**src/rtl/toast_mem_arbiter_pkg.sv**
```systemverilog
// Shared arbiter types for the ToastCore unified memory port.
// Holds the state/owner enums and the word-alignment helper.
package toast_mem_arbiter_pkg;

    typedef enum logic {
        ARB_IDLE = 1'b0,
        ARB_WAIT = 1'b1
    } arb_state_t;

    typedef enum logic {
        ARB_OWNER_IF = 1'b0,
        ARB_OWNER_DM = 1'b1
    } arb_owner_t;

    localparam int ARB_MAX_LATENCY = 4;
    localparam int ARB_CNT_W       = $clog2(ARB_MAX_LATENCY);
    localparam int STARVE_CTR_W    = 4;

    // The memory port is word addressed; requester byte offsets are dropped.
    function automatic logic [31:0] arb_word_addr(input logic [31:0] byte_addr);
        return byte_addr & 32'hFFFF_FFFC;
    endfunction

endpackage

```
**src/rtl/toast_arb_starve_ctr.sv**
```systemverilog
// Fetch-starvation counter: counts DM grants taken while IF is waiting and
// flags when IF must win the next arbitration.
module toast_arb_starve_ctr
    import toast_mem_arbiter_pkg::*;
#(
    parameter int STARVE_LIMIT = 4
) (
    input  logic clk,
    input  logic rst,
    input  logic if_req,
    input  logic if_gnt,
    input  logic dm_gnt,
    output logic starve
);

    logic [STARVE_CTR_W-1:0] ctr_q;
    logic [STARVE_CTR_W-1:0] ctr_d;

    // Next count: an IF grant or an idle fetch side forgives all past DM wins.
    always_comb begin
        ctr_d = ctr_q;
        if (!if_req || if_gnt) begin
            ctr_d = {STARVE_CTR_W{1'b0}};
        end else if (dm_gnt) begin
            ctr_d = ctr_q + 4'd1;
        end else begin
            ctr_d = ctr_q;
        end
        starve = (ctr_q == STARVE_CTR_W'(STARVE_LIMIT));
    end

    // Counter register.
    always_ff @(posedge clk or posedge rst) begin
        if (rst) begin
            ctr_q <= {STARVE_CTR_W{1'b0}};
        end else begin
            ctr_q <= ctr_d;
        end
    end

endmodule

```
**src/rtl/toast_mem_arbiter.sv**
```systemverilog
// Single-port memory arbiter sharing one memory port between IF and DM.
// Optional fetch fairness is enabled by defining TOAST_ARB_FAIRNESS_EN.
module toast_mem_arbiter
    import toast_mem_arbiter_pkg::*;
#(
    parameter int RD_LATENCY   = 1,
    parameter int STARVE_LIMIT = 4
) (
    input  logic        Clk,
    input  logic        Reset,
    input  logic        if_req,
    input  logic [31:0] if_addr,
    output logic        if_gnt,
    output logic        if_rvalid,
    output logic [31:0] if_rdata,
    input  logic        dm_req,
    input  logic        dm_we,
    input  logic [3:0]  dm_be,
    input  logic [31:0] dm_addr,
    input  logic [31:0] dm_wdata,
    output logic        dm_gnt,
    output logic        dm_rvalid,
    output logic [31:0] dm_rdata,
    output logic [31:0] mem_addr,
    output logic        mem_rd_en,
    output logic        mem_wr_en,
    output logic [3:0]  mem_be,
    output logic [31:0] mem_wr_data,
    input  logic [31:0] mem_rd_data
);

    localparam logic [ARB_CNT_W-1:0] RD_CNT_INIT = ARB_CNT_W'(RD_LATENCY - 1);

    if (RD_LATENCY < 1 || RD_LATENCY > ARB_MAX_LATENCY) begin : g_bad_latency
        $error("toast_mem_arbiter: RD_LATENCY out of range 1..4");
    end
    if (STARVE_LIMIT < 1 || STARVE_LIMIT > 15) begin : g_bad_starve_limit
        $error("toast_mem_arbiter: STARVE_LIMIT out of range 1..15");
    end

    arb_state_t             state_q, state_d;
    arb_owner_t             owner_q, owner_d;
    logic [ARB_CNT_W-1:0]   cnt_q, cnt_d;
    logic [31:0]            if_rdata_q, if_rdata_d;
    logic [31:0]            dm_rdata_q, dm_rdata_d;

    logic starve_s;
    logic rsp_valid_s;
    logic arb_ok_s;
    logic pick_if_s;
    logic pick_dm_s;

`ifdef TOAST_ARB_FAIRNESS_EN
    toast_arb_starve_ctr #(
        .STARVE_LIMIT (STARVE_LIMIT)
    ) u_starve_ctr (
        .clk    (Clk),
        .rst    (Reset),
        .if_req (if_req),
        .if_gnt (if_gnt),
        .dm_gnt (dm_gnt),
        .starve (starve_s)
    );
`else
    assign starve_s = 1'b0;
`endif

    // Arbitration, memory port drive, response routing and next-state logic.
    always_comb begin
        state_d     = state_q;
        owner_d     = owner_q;
        cnt_d       = cnt_q;
        if_gnt      = 1'b0;
        dm_gnt      = 1'b0;
        mem_addr    = 32'h0000_0000;
        mem_rd_en   = 1'b0;
        mem_wr_en   = 1'b0;
        mem_be      = 4'b0000;
        mem_wr_data = 32'h0000_0000;

        rsp_valid_s = (state_q == ARB_WAIT) && (cnt_q == {ARB_CNT_W{1'b0}});
        if_rvalid   = rsp_valid_s && (owner_q == ARB_OWNER_IF);
        dm_rvalid   = rsp_valid_s && (owner_q == ARB_OWNER_DM);

        if (if_rvalid) begin
            if_rdata   = mem_rd_data;
            if_rdata_d = mem_rd_data;
        end else begin
            if_rdata   = if_rdata_q;
            if_rdata_d = if_rdata_q;
        end
        if (dm_rvalid) begin
            dm_rdata   = mem_rd_data;
            dm_rdata_d = mem_rd_data;
        end else begin
            dm_rdata   = dm_rdata_q;
            dm_rdata_d = dm_rdata_q;
        end

        // A grant may reuse the response cycle, so reads chain every RD_LATENCY.
        arb_ok_s  = !Reset && ((state_q == ARB_IDLE) || rsp_valid_s);
        pick_if_s = if_req && (!dm_req || starve_s);
        pick_dm_s = dm_req && !pick_if_s;

        case (state_q)
            ARB_IDLE: state_d = ARB_IDLE;
            ARB_WAIT: begin
                if (cnt_q != {ARB_CNT_W{1'b0}}) begin
                    state_d = ARB_WAIT;
                    cnt_d   = cnt_q - 2'd1;
                end else begin
                    state_d = ARB_IDLE;
                end
            end
            default: state_d = ARB_IDLE;
        endcase

        if (arb_ok_s && pick_dm_s) begin
            dm_gnt   = 1'b1;
            mem_addr = arb_word_addr(dm_addr);
            if (dm_we) begin
                mem_wr_en   = 1'b1;
                mem_be      = dm_be;
                mem_wr_data = dm_wdata;
                state_d     = ARB_IDLE;
            end else begin
                mem_rd_en = 1'b1;
                state_d   = ARB_WAIT;
                cnt_d     = RD_CNT_INIT;
                owner_d   = ARB_OWNER_DM;
            end
        end else if (arb_ok_s && pick_if_s) begin
            if_gnt    = 1'b1;
            mem_addr  = arb_word_addr(if_addr);
            mem_rd_en = 1'b1;
            state_d   = ARB_WAIT;
            cnt_d     = RD_CNT_INIT;
            owner_d   = ARB_OWNER_IF;
        end else begin
            if_gnt = 1'b0;
            dm_gnt = 1'b0;
        end
    end

    // Arbiter state registers; reset discards any in-flight read.
    always_ff @(posedge Clk or posedge Reset) begin
        if (Reset) begin
            state_q    <= ARB_IDLE;
            owner_q    <= ARB_OWNER_IF;
            cnt_q      <= {ARB_CNT_W{1'b0}};
            if_rdata_q <= 32'h0000_0000;
            dm_rdata_q <= 32'h0000_0000;
        end else begin
            state_q    <= state_d;
            owner_q    <= owner_d;
            cnt_q      <= cnt_d;
            if_rdata_q <= if_rdata_d;
            dm_rdata_q <= dm_rdata_d;
        end
    end

endmodule

```
**config.mk**
```make
export PLATFORM = sky130hd
export DESIGN_NAME = toast_mem_arbiter
export DESIGN_NICKNAME = d
export VERILOG_FILES = /design/src/rtl/toast_mem_arbiter_pkg.sv /design/src/rtl/toast_arb_starve_ctr.sv /design/src/rtl/toast_mem_arbiter.sv
export SDC_FILE = /design/constraint.sdc
export NUM_CORES = 1
export LEC_CHECK = 0
export BUFFER_PORTS_ARGS = -buffer_cell sky130_fd_sc_hd__buf_2
export CORE_AREA = 2 2 105 107
export DETAILED_ROUTE_END_ITERATION = 8
export DIE_AREA = 0 0 107 109
export PLACE_DENSITY_LB_ADDON = 0.08
export SLEW_MARGIN = 25
export SYNTH_ARGS = -nofsm -noshare
export SYNTH_HDL_FRONTEND = slang
export SYNTH_SLANG_ARGS = --single-unit
```
**constraint.sdc**
```tcl
create_clock -name Clk -period 1.8 [get_ports Clk]
set_input_delay 0.09 -clock Clk [delete_from_list [all_inputs] [get_ports Clk]]
set_output_delay 0.09 -clock Clk [all_outputs]
set_load 0.01 [all_outputs]
```
==> impl_metrics.env, run 1 <==
export IMPL_cp_slowest_stage_delay_ns=0.44
export IMPL_netlist_area_sq_um=3203
export IMPL_drv_slew=0
export IMPL_required_ns=1.71
export IMPL_period_minus_slack_ns=1.981
export IMPL_timing_fmax_mhz=504.9
export IMPL_pwr_share_clk_pct=25.7
export IMPL_pwr_density_cell_nw_per_um2=1054
export IMPL_syn_area_per_cell_sq_um=13.46
export IMPL_cp_top_family="buffers and inverters"
export IMPL_global_route_peak_usage_layer="met2"
export IMPL_synth_most_common_cell="dfrtp_1"
export IMPL_chipWidth_microns=107
export IMPL_fin_area_sq_um=5744
export IMPL_hp_class="in -> reg"
export IMPL_drt_wirelength_per_cell_microns=16.16
export IMPL_path_cells="o21a_4 > buf_6 > nor3b_4 > buf_4 > buf_12 > a22o_1 > buf_2"
export IMPL_insertion_delay_ns=0.33
export IMPL_path_clk_slew_ns=0.07
export IMPL_core_region_area_sq_um=10600
export IMPL_routed_via_density=4.559
export IMPL_worstPathArrival_ns=1.89
export IMPL_drc=0
export IMPL_fillCellCount=975
export IMPL_wl_mm=11.14
export IMPL_finalCritPeriodShare_pct=110.0
export IMPL_hpwl_mm=7.973
export IMPL_start_util_pct=30.21
export IMPL_power_frac_comb_pct=37.6
export IMPL_crit_path_start_kind="flop"
export IMPL_power_switching_mw=1.790
export IMPL_tritoncts="built"
export IMPL_port_buffer_count=268
export IMPL_switching_share_pct=29.55
export IMPL_drive_gt1_share_pct=75.73
export IMPL_synth_top_flop_cell="dfrtp_1"
export IMPL_clock_sinks=68
export IMPL_synth_cells=238
export IMPL_final_util_pct=54.18
export IMPL_synth_edf_count=0
export IMPL_irDropWorstVdd_mv=0.4635
export IMPL_grt_usage_pct=17.12
export IMPL_setup_viol=132
export IMPL_cts_buffers=9
export IMPL_grt_remaining_overflow=0
export IMPL_worst_path_buf_inv=4
export IMPL_use_met1_pct=21.61
export IMPL_met2_usage_pct=29.39
export IMPL_worstPathMaxFanout=13
export IMPL_syn2layout_area_growth_pct=79.34
export IMPL_synth_cell_types=25
export IMPL_grt_setup_unrepaired="true"
export IMPL_yosysSeqAreaShare_pct=53.13
export IMPL_cap_violations=0
export IMPL_dieArea_sq_um=11660
export IMPL_setup_slack_ns=-0.1807
export IMPL_yosysWarnings=0
export IMPL_ant_nets=0
export IMPL_p_int_mw=4.266
export IMPL_met3_usage_pct=3.885
export IMPL_ys_seq_elements=68
export IMPL_cts_max_path_buffers=2
export IMPL_synth_top_cell_by_area="dfrtp_1"
export IMPL_end_kind="primary output"
export IMPL_p_leak_nw=2.973
export IMPL_tightest_slew_ns=0.5384
export IMPL_finalClockSkew_ns=0.006383
export IMPL_first_global_vias=3038
export IMPL_die_h_microns=109
export IMPL_synthTopCellsByArea="dfrtp_1 53%, mux2_2 22%, a22o_1 7.1%, and2_1 7.0%, buf_2 1.7%"
export IMPL_finalPower_mw=6.056
export IMPL_synth_top_area_share_pct=53.13
export IMPL_drtIter0Drc=92
export IMPL_htree_levels=3
export IMPL_ios=275
export IMPL_outcome="finished, violations left"
export IMPL_p_seq_share_pct=36.6
export IMPL_place_gp_congestion=0.7849
export IMPL_synthArstFlopShare_pct=100.0
export IMPL_synth_commonest_cells="68 x dfrtp_1, 64 x mux2_2, 36 x and2_1, 26 x a22o_1, 11 x buf_2"
export IMPL_crit_type="reg -> out"
export IMPL_nets=680
export IMPL_drt_pass1_iter_count=4
export IMPL_cpMaxStageDelayCell="dfrtp_2"
export IMPL_num_vias=3141
export IMPL_clockRootBuffer="clkbuf_8"
export IMPL_grt_max_degree=47
export IMPL_grt_pass1_wl_mm=15.30
export IMPL_placed_cell_area_sq_um=4787
export IMPL_relSlewSlack_pct=64.03
export IMPL_antenna_found_initial=0
export IMPL_violations="setup timing"
export IMPL_rows=38
export IMPL_hold_viol=0
## cells in the final DEF (no fill, tap or decap), types with 2 or more instances in the layout
| master | instances |
|---|---|
| buf_12 | 10 |
| conb_1 | 2 |
| buf_2 | 244 |
| clkbuf_8 | 11 |
| a22o_2 | 3 |
| inv_1 | 3 |
| and2_1 | 20 |
| dfrtp_1 | 67 |
| dlygate4sd3_1 | 10 |
| and2_4 | 16 |
| a22o_4 | 3 |
| a22o_1 | 24 |
| clkbuf_16 | 6 |
| buf_6 | 32 |
| bufinv_16 | 3 |
| clkinvlp_4 | 2 |
| and3_4 | 2 |
| nand2_1 | 2 |
| buf_4 | 8 |
| mux2_2 | 64 |
## path summary, 6_finish.rpt
check	start	end	slack, ns	depth (start not counted)
hold reg to reg	dm_rdata_q[12]	dm_rdata_q[12]	0.49	1
setup reg to reg	cnt_q[0]	cnt_q[1]	0.09	8
max in group asynchronous	Reset	if_rdata_q[10]	0.74	4
min in group asynchronous	Reset	cnt_q[0]	0.48	3
setup / recovery	cnt_q[0]	mem_addr[5]	-0.18	7
hold / removal	mem_rd_data[22]	dm_rdata_q[22]	0.02	2
## state kept, by name (all words and copies together) (netlist names)
name and cells:
cnt_q 2, dm_rdata_q 32, if_rdata_q 32, owner_q 1, state_q 1
## worst reg2reg max path, stage by stage (launching register included)
cell and delay (ns):
dfrtp_2 0.44, o21a_4 0.25, buf_6 0.12, nor3b_4 0.18, buf_4 0.16, buf_6 0.12, buf_4 0.14, buf_4 0.11
a211oi_1 0.06
## timing repair
item | CTS | global route
gates cloned | 2 | 8
gates resized for setup | 28 | 37
pin swaps | 3 | 4
hold buffers | 10 | 0
buffers inserted | 5 | 9
endpoints found under the setup margin | 130 | 133
endpoints found under the hold margin | 34 | 0
## area by class of cell
cell class / instances / area (sq um) / area share (%)
repair buffers: 312 / 2135 / 37.16
flip-flops and latches: 68 / 1703 / 29.64
diodes: 1 / 2.502 / 0.04356
multi-input cells: 148 / 1453 / 25.29
well taps: 140 / 175.2 / 3.049
clock buffers: 11 / 151.4 / 2.636
clock inverters: 5 / 106.4 / 1.851
inverters: 4 / 18.77 / 0.3267
## stage by stage
step	setup slack (ns)	hold WS, ns	setup TNS (ns)	cells
floorplan	0.2498	0.2467	0	239
global placement	0.1511	0.2452	0	638
detailed placement	0.1404	0.2565	0	638
CTS	-0.1824	0.0008436	-17.49	671
global route	-0.2553	0.002671	-27.90	688
finish	-0.1807	0.01947	-16.73	689
## layer usage
metal	part of all wire [%]	vias to the layer above
met5	0	-
met2	51	150
li1	-	1453
met4	1.0	0
met1	41	1527
met3	7.0	11
## power groups by stage
stage	Sequential, mW	Combinational, mW	Clock [mW]
detailed placement	2.26	2.16	0
global placement	2.23	2.12	0
finish	2.22	2.28	1.56
global route	2.29	2.47	1.68
CTS	2.23	2.23	1.61
floorplan	2.20	1.21	0
## logic make-up after synthesis
| kind of cell | count (synthesis) | share of synthesized area [%] |
|---|---|---|
| and+or+nand+nor | 45 | 9.844 |
| buffers and inverters | 23 | 4.062 |
| other | 1 | 0.1171 |
| AOI/OAI and AO/OA | 37 | 10.35 |
| DFF | 68 | 53.12 |
| muxes | 64 | 22.50 |
Note: power is estimated with default switching activity, not from simulation.
==> run 2: changes to the inputs <==
--- a/config.mk
+++ b/config.mk
@@ -6,11 +6,12 @@
 export NUM_CORES = 1
 export LEC_CHECK = 0
 export BUFFER_PORTS_ARGS = -buffer_cell sky130_fd_sc_hd__buf_2
-export CORE_AREA = 2 2 105 107
+export CORE_AREA = 2 2 108 110
 export DETAILED_ROUTE_END_ITERATION = 8
-export DIE_AREA = 0 0 107 109
+export DIE_AREA = 0 0 110 112
 export PLACE_DENSITY_LB_ADDON = 0.08
 export SLEW_MARGIN = 25
 export SYNTH_ARGS = -nofsm -noshare
 export SYNTH_HDL_FRONTEND = slang
+export SYNTH_HIERARCHICAL = 1
 export SYNTH_SLANG_ARGS = --single-unit
==> run 2 against run 1 <==
Net effect:
- the run still ends with setup timing left
- final cell count is 2.5% lower
- register-to-register slack better by 0.08 ns
- critical path depth shrank 1
- clock skew is 0.0027 ns lower
- flip-flop and latch count unchanged
- combinational power rose by 32%
- hold slack improved by 0.0055 ns
- global-route usage hardly changed
- non-clock buffer count fell by 18
- highest routed layer unchanged
==> impl_metrics.env, run 2 <==
export IMPL_antenna_found_initial=0
export IMPL_synth_commonest_cells="68 x dfrtp_1, 64 x mux2_2, 36 x and2_1, 26 x a22o_1, 11 x buf_2"
export IMPL_worst_path_buf_inv=3
export IMPL_setup_viol=106
export IMPL_multi_input_area_sq_um=1662
export IMPL_final_cell_mix="198 x buf_2, 72 x buf_6, 67 x dfrtp_1"
export IMPL_netlist_area_sq_um=3203
export IMPL_start_util_pct=28.66
export IMPL_finalPower_mw=6.877
export IMPL_nets=662
export IMPL_pwr_share_clk_pct=23.3
export IMPL_crit_path_start_kind="flop"
export IMPL_synthArstFlopShare_pct=100.0
export IMPL_drv_slew=0
export IMPL_grt_remaining_overflow=0
export IMPL_cp_top_family="buffers and inverters"
export IMPL_hp_start="mem_rd_data[25]"
export IMPL_routed_via_density=4.568
export IMPL_clockRootBuffer="clkbuf_16"
export IMPL_synth_cells=238
export IMPL_cp_slowest_stage_delay_ns=0.41
export IMPL_synth_top_flop_cell="dfrtp_1"
export IMPL_synth_xor_area_share_pct=0
export IMPL_finalClockSkew_ns=0.003678
export IMPL_finalCritPeriodShare_pct=106.1
export IMPL_p_leak_nw=3.130
export IMPL_regArea_sq_um=1703
export IMPL_outcome="finished, violations left"
export IMPL_required_ns=1.71
export IMPL_synthMuxAreaShare_pct=22.50
export IMPL_core_region_area_sq_um=11170
export IMPL_hold_end="if_rdata_q[25]"
export IMPL_hold_viol=0
export IMPL_place_gp_congestion=0.7778
export IMPL_drc=0
export IMPL_hpwl_mm=8.181
export IMPL_ios=275
export IMPL_worst_path_stages=6
export IMPL_hp_class="in -> reg"
export IMPL_synth_most_common_cell="dfrtp_1"
export IMPL_ys_seq_elements=68
export IMPL_crit_type="reg -> out"
export IMPL_port_buffer_count=268
export IMPL_drt_pass1_iter_count=4
export IMPL_synth_edf_count=0
export IMPL_r2r_end="owner_q"
export IMPL_synth_cell_types=25
export IMPL_insertion_delay_ns=0.33
export IMPL_wl_mm=11.45
export IMPL_yosysSeqAreaShare_pct=53.13
export IMPL_whs_ns=0.02494
export IMPL_htree_levels=3
export IMPL_synth_top_family_by_area="multiplexers"
export IMPL_period_minus_slack_ns=1.910
export IMPL_yosys_area_share_simple_pct=9.844
export IMPL_path_clk_slew_ns=0.05
export IMPL_power_frac_comb_pct=44.0
export IMPL_reg_largest_list="dm_rdata_q x32, if_rdata_q x32, cnt_q x2"
export IMPL_cpMaxStageDelayCell="dfrtp_1"
export IMPL_power_switching_mw=1.984
export IMPL_syn2layout_area_growth_pct=87.38
export IMPL_violations="setup timing"
export IMPL_min_path_cells=2
export IMPL_crit_path_frequent_cell="buf_6"
export IMPL_dieArea_sq_um=12320
export IMPL_num_vias=3070
export IMPL_cts_buffers=9
export IMPL_drive_gt1_share_pct=76.37
export IMPL_drt_wirelength_per_cell_microns=17.04
export IMPL_layout_commonest_cell="buf_2"
export IMPL_cts_max_path_buffers=2
export IMPL_grt_pass1_wl_mm=15.95
export IMPL_syn_area_per_cell_sq_um=13.46
export IMPL_tritoncts="built"
export IMPL_synthAdderAreaFrac_pct=0
export IMPL_grt_max_degree=39
export IMPL_path_cells="o21a_4 > nor4b_4 > buf_6 > buf_6 > a22o_1 > buf_2"
export IMPL_irDropWorstVdd_mv=0.6676
export IMPL_pwr_density_cell_nw_per_um2=1146
export IMPL_timing_fmax_mhz=523.6
export IMPL_p_int_mw=4.893
export IMPL_drtIter0Drc=142
export IMPL_synth_top_area_share_pct=53.13
export IMPL_r2r_setup_slack_ns=0.17
export IMPL_grt_usage_pct=17.08
export IMPL_rows=39
export IMPL_synth_top_cell_by_area="dfrtp_1"
export IMPL_grt_setup_unrepaired="true"
export IMPL_setup_slack_ns=-0.1099
export IMPL_fillCellCount=1016
export IMPL_rr_worst_depth=7
export IMPL_die_h_microns=112
export IMPL_r2r_start="cnt_q[0]"
export IMPL_switching_share_pct=28.85
export IMPL_chipWidth_microns=110
export IMPL_first_global_vias=3066
export IMPL_tns_ns=-4.813
export IMPL_yosysWarnings=6
export IMPL_clock_sinks=68
export IMPL_end_kind="primary output"
export IMPL_worstPathArrival_ns=1.82
export IMPL_worstPathMaxFanout=6
export IMPL_synthTopCellsByArea="dfrtp_1 53%, mux2_2 22%, a22o_1 7.1%, and2_1 7.0%, buf_2 1.7%"
export IMPL_diodes=0
export IMPL_p_seq_share_pct=32.7
export IMPL_synth_compound_area_share_pct=10.35
export IMPL_ant_nets=0
export IMPL_cap_violations=0
[run 2: cell counts after synthesis]
Identical to the previous run, type by type.
[run 2: logic make-up (layout without fill, tap and decap cells)]
group                  Yosys count  after routing
DFF                             68             68
muxes                           64             64
and+or+nand+nor                 45             45
AOI/OAI and AO/OA               37             37
buffers and inverters           23            313
other                            1              2
[run 2: how the worst max path moves through the flow]
| stage | start | to | slack, ns |
|---|---|---|---|
| floorplan | cnt_q[0] | mem_addr[26] | 0.25 |
| finish | cnt_q[0] | mem_addr[28] | -0.11 |
| global route | cnt_q[0] | mem_addr[28] | -0.19 |
| CTS | cnt_q[0] | dm_rdata[25] | -0.10 |
| global placement | cnt_q[0] | mem_addr[28] | 0.18 |
| detailed placement | cnt_q[0] | mem_addr[28] | 0.17 |
[run 2: stage by stage]
step / cells / area [sq um] / setup WS [ns] / util (%)
2_1_floorplan: 239 / 3211 / 0.2498 / -
3_3_place_gp: 642 / 4788 / 0.1820 / 42.85
3_5_place_dp: 642 / 4788 / 0.1749 / 42.85
4_1_cts: 661 / 5444 / -0.1045 / 48.72
5_1_grt: 672 / 6002 / -0.1859 / 53.71
6_report: 672 / 6002 / -0.1099 / 53.71
[run 2: power by group through the flow]
stage	Combinational, mW	Sequential (mW)	Clock (mW)
after floorplan	1.21	2.20	0
after global placement	2.14	2.23	0
after detailed placement	2.16	2.25	0
after CTS	2.72	2.24	1.65
after global routing	3.22	2.31	1.73
final	3.02	2.25	1.60
[run 2: final cells by class]
| class | instances | share of cell area, % |
|---|---|---|
| clock inverter | 4 | 0.4169 |
| timing repair buffer | 294 | 36.02 |
| inverter | 4 | 0.3127 |
| tap | 143 | 2.981 |
| sequential | 68 | 28.37 |
| multi-input combinational | 148 | 27.68 |
| clock buffer | 11 | 4.211 |
[run 2: routing by layer]
layer	vias up	wire length [microns]	track usage (%)	part of all wire, %
li1	1416	-	-	-
met1	1505	4502	19.78	39
met2	139	5982	29.94	52
met3	10	841	5.796	7.3
met4	0	127	4.051	1.1
met5	-	0	0	0
[run 2: repair_timing]
item | 4_1_cts | 5_1_grt
hold buffers | 1 | 0
pin swaps | 1 | 4
setup buffers | 3 | 5
gates resized for setup | 72 | 85
endpoints found under the setup margin | 101 | 113
hold endpoints to repair | 30 | 0
cloned | 0 | 6
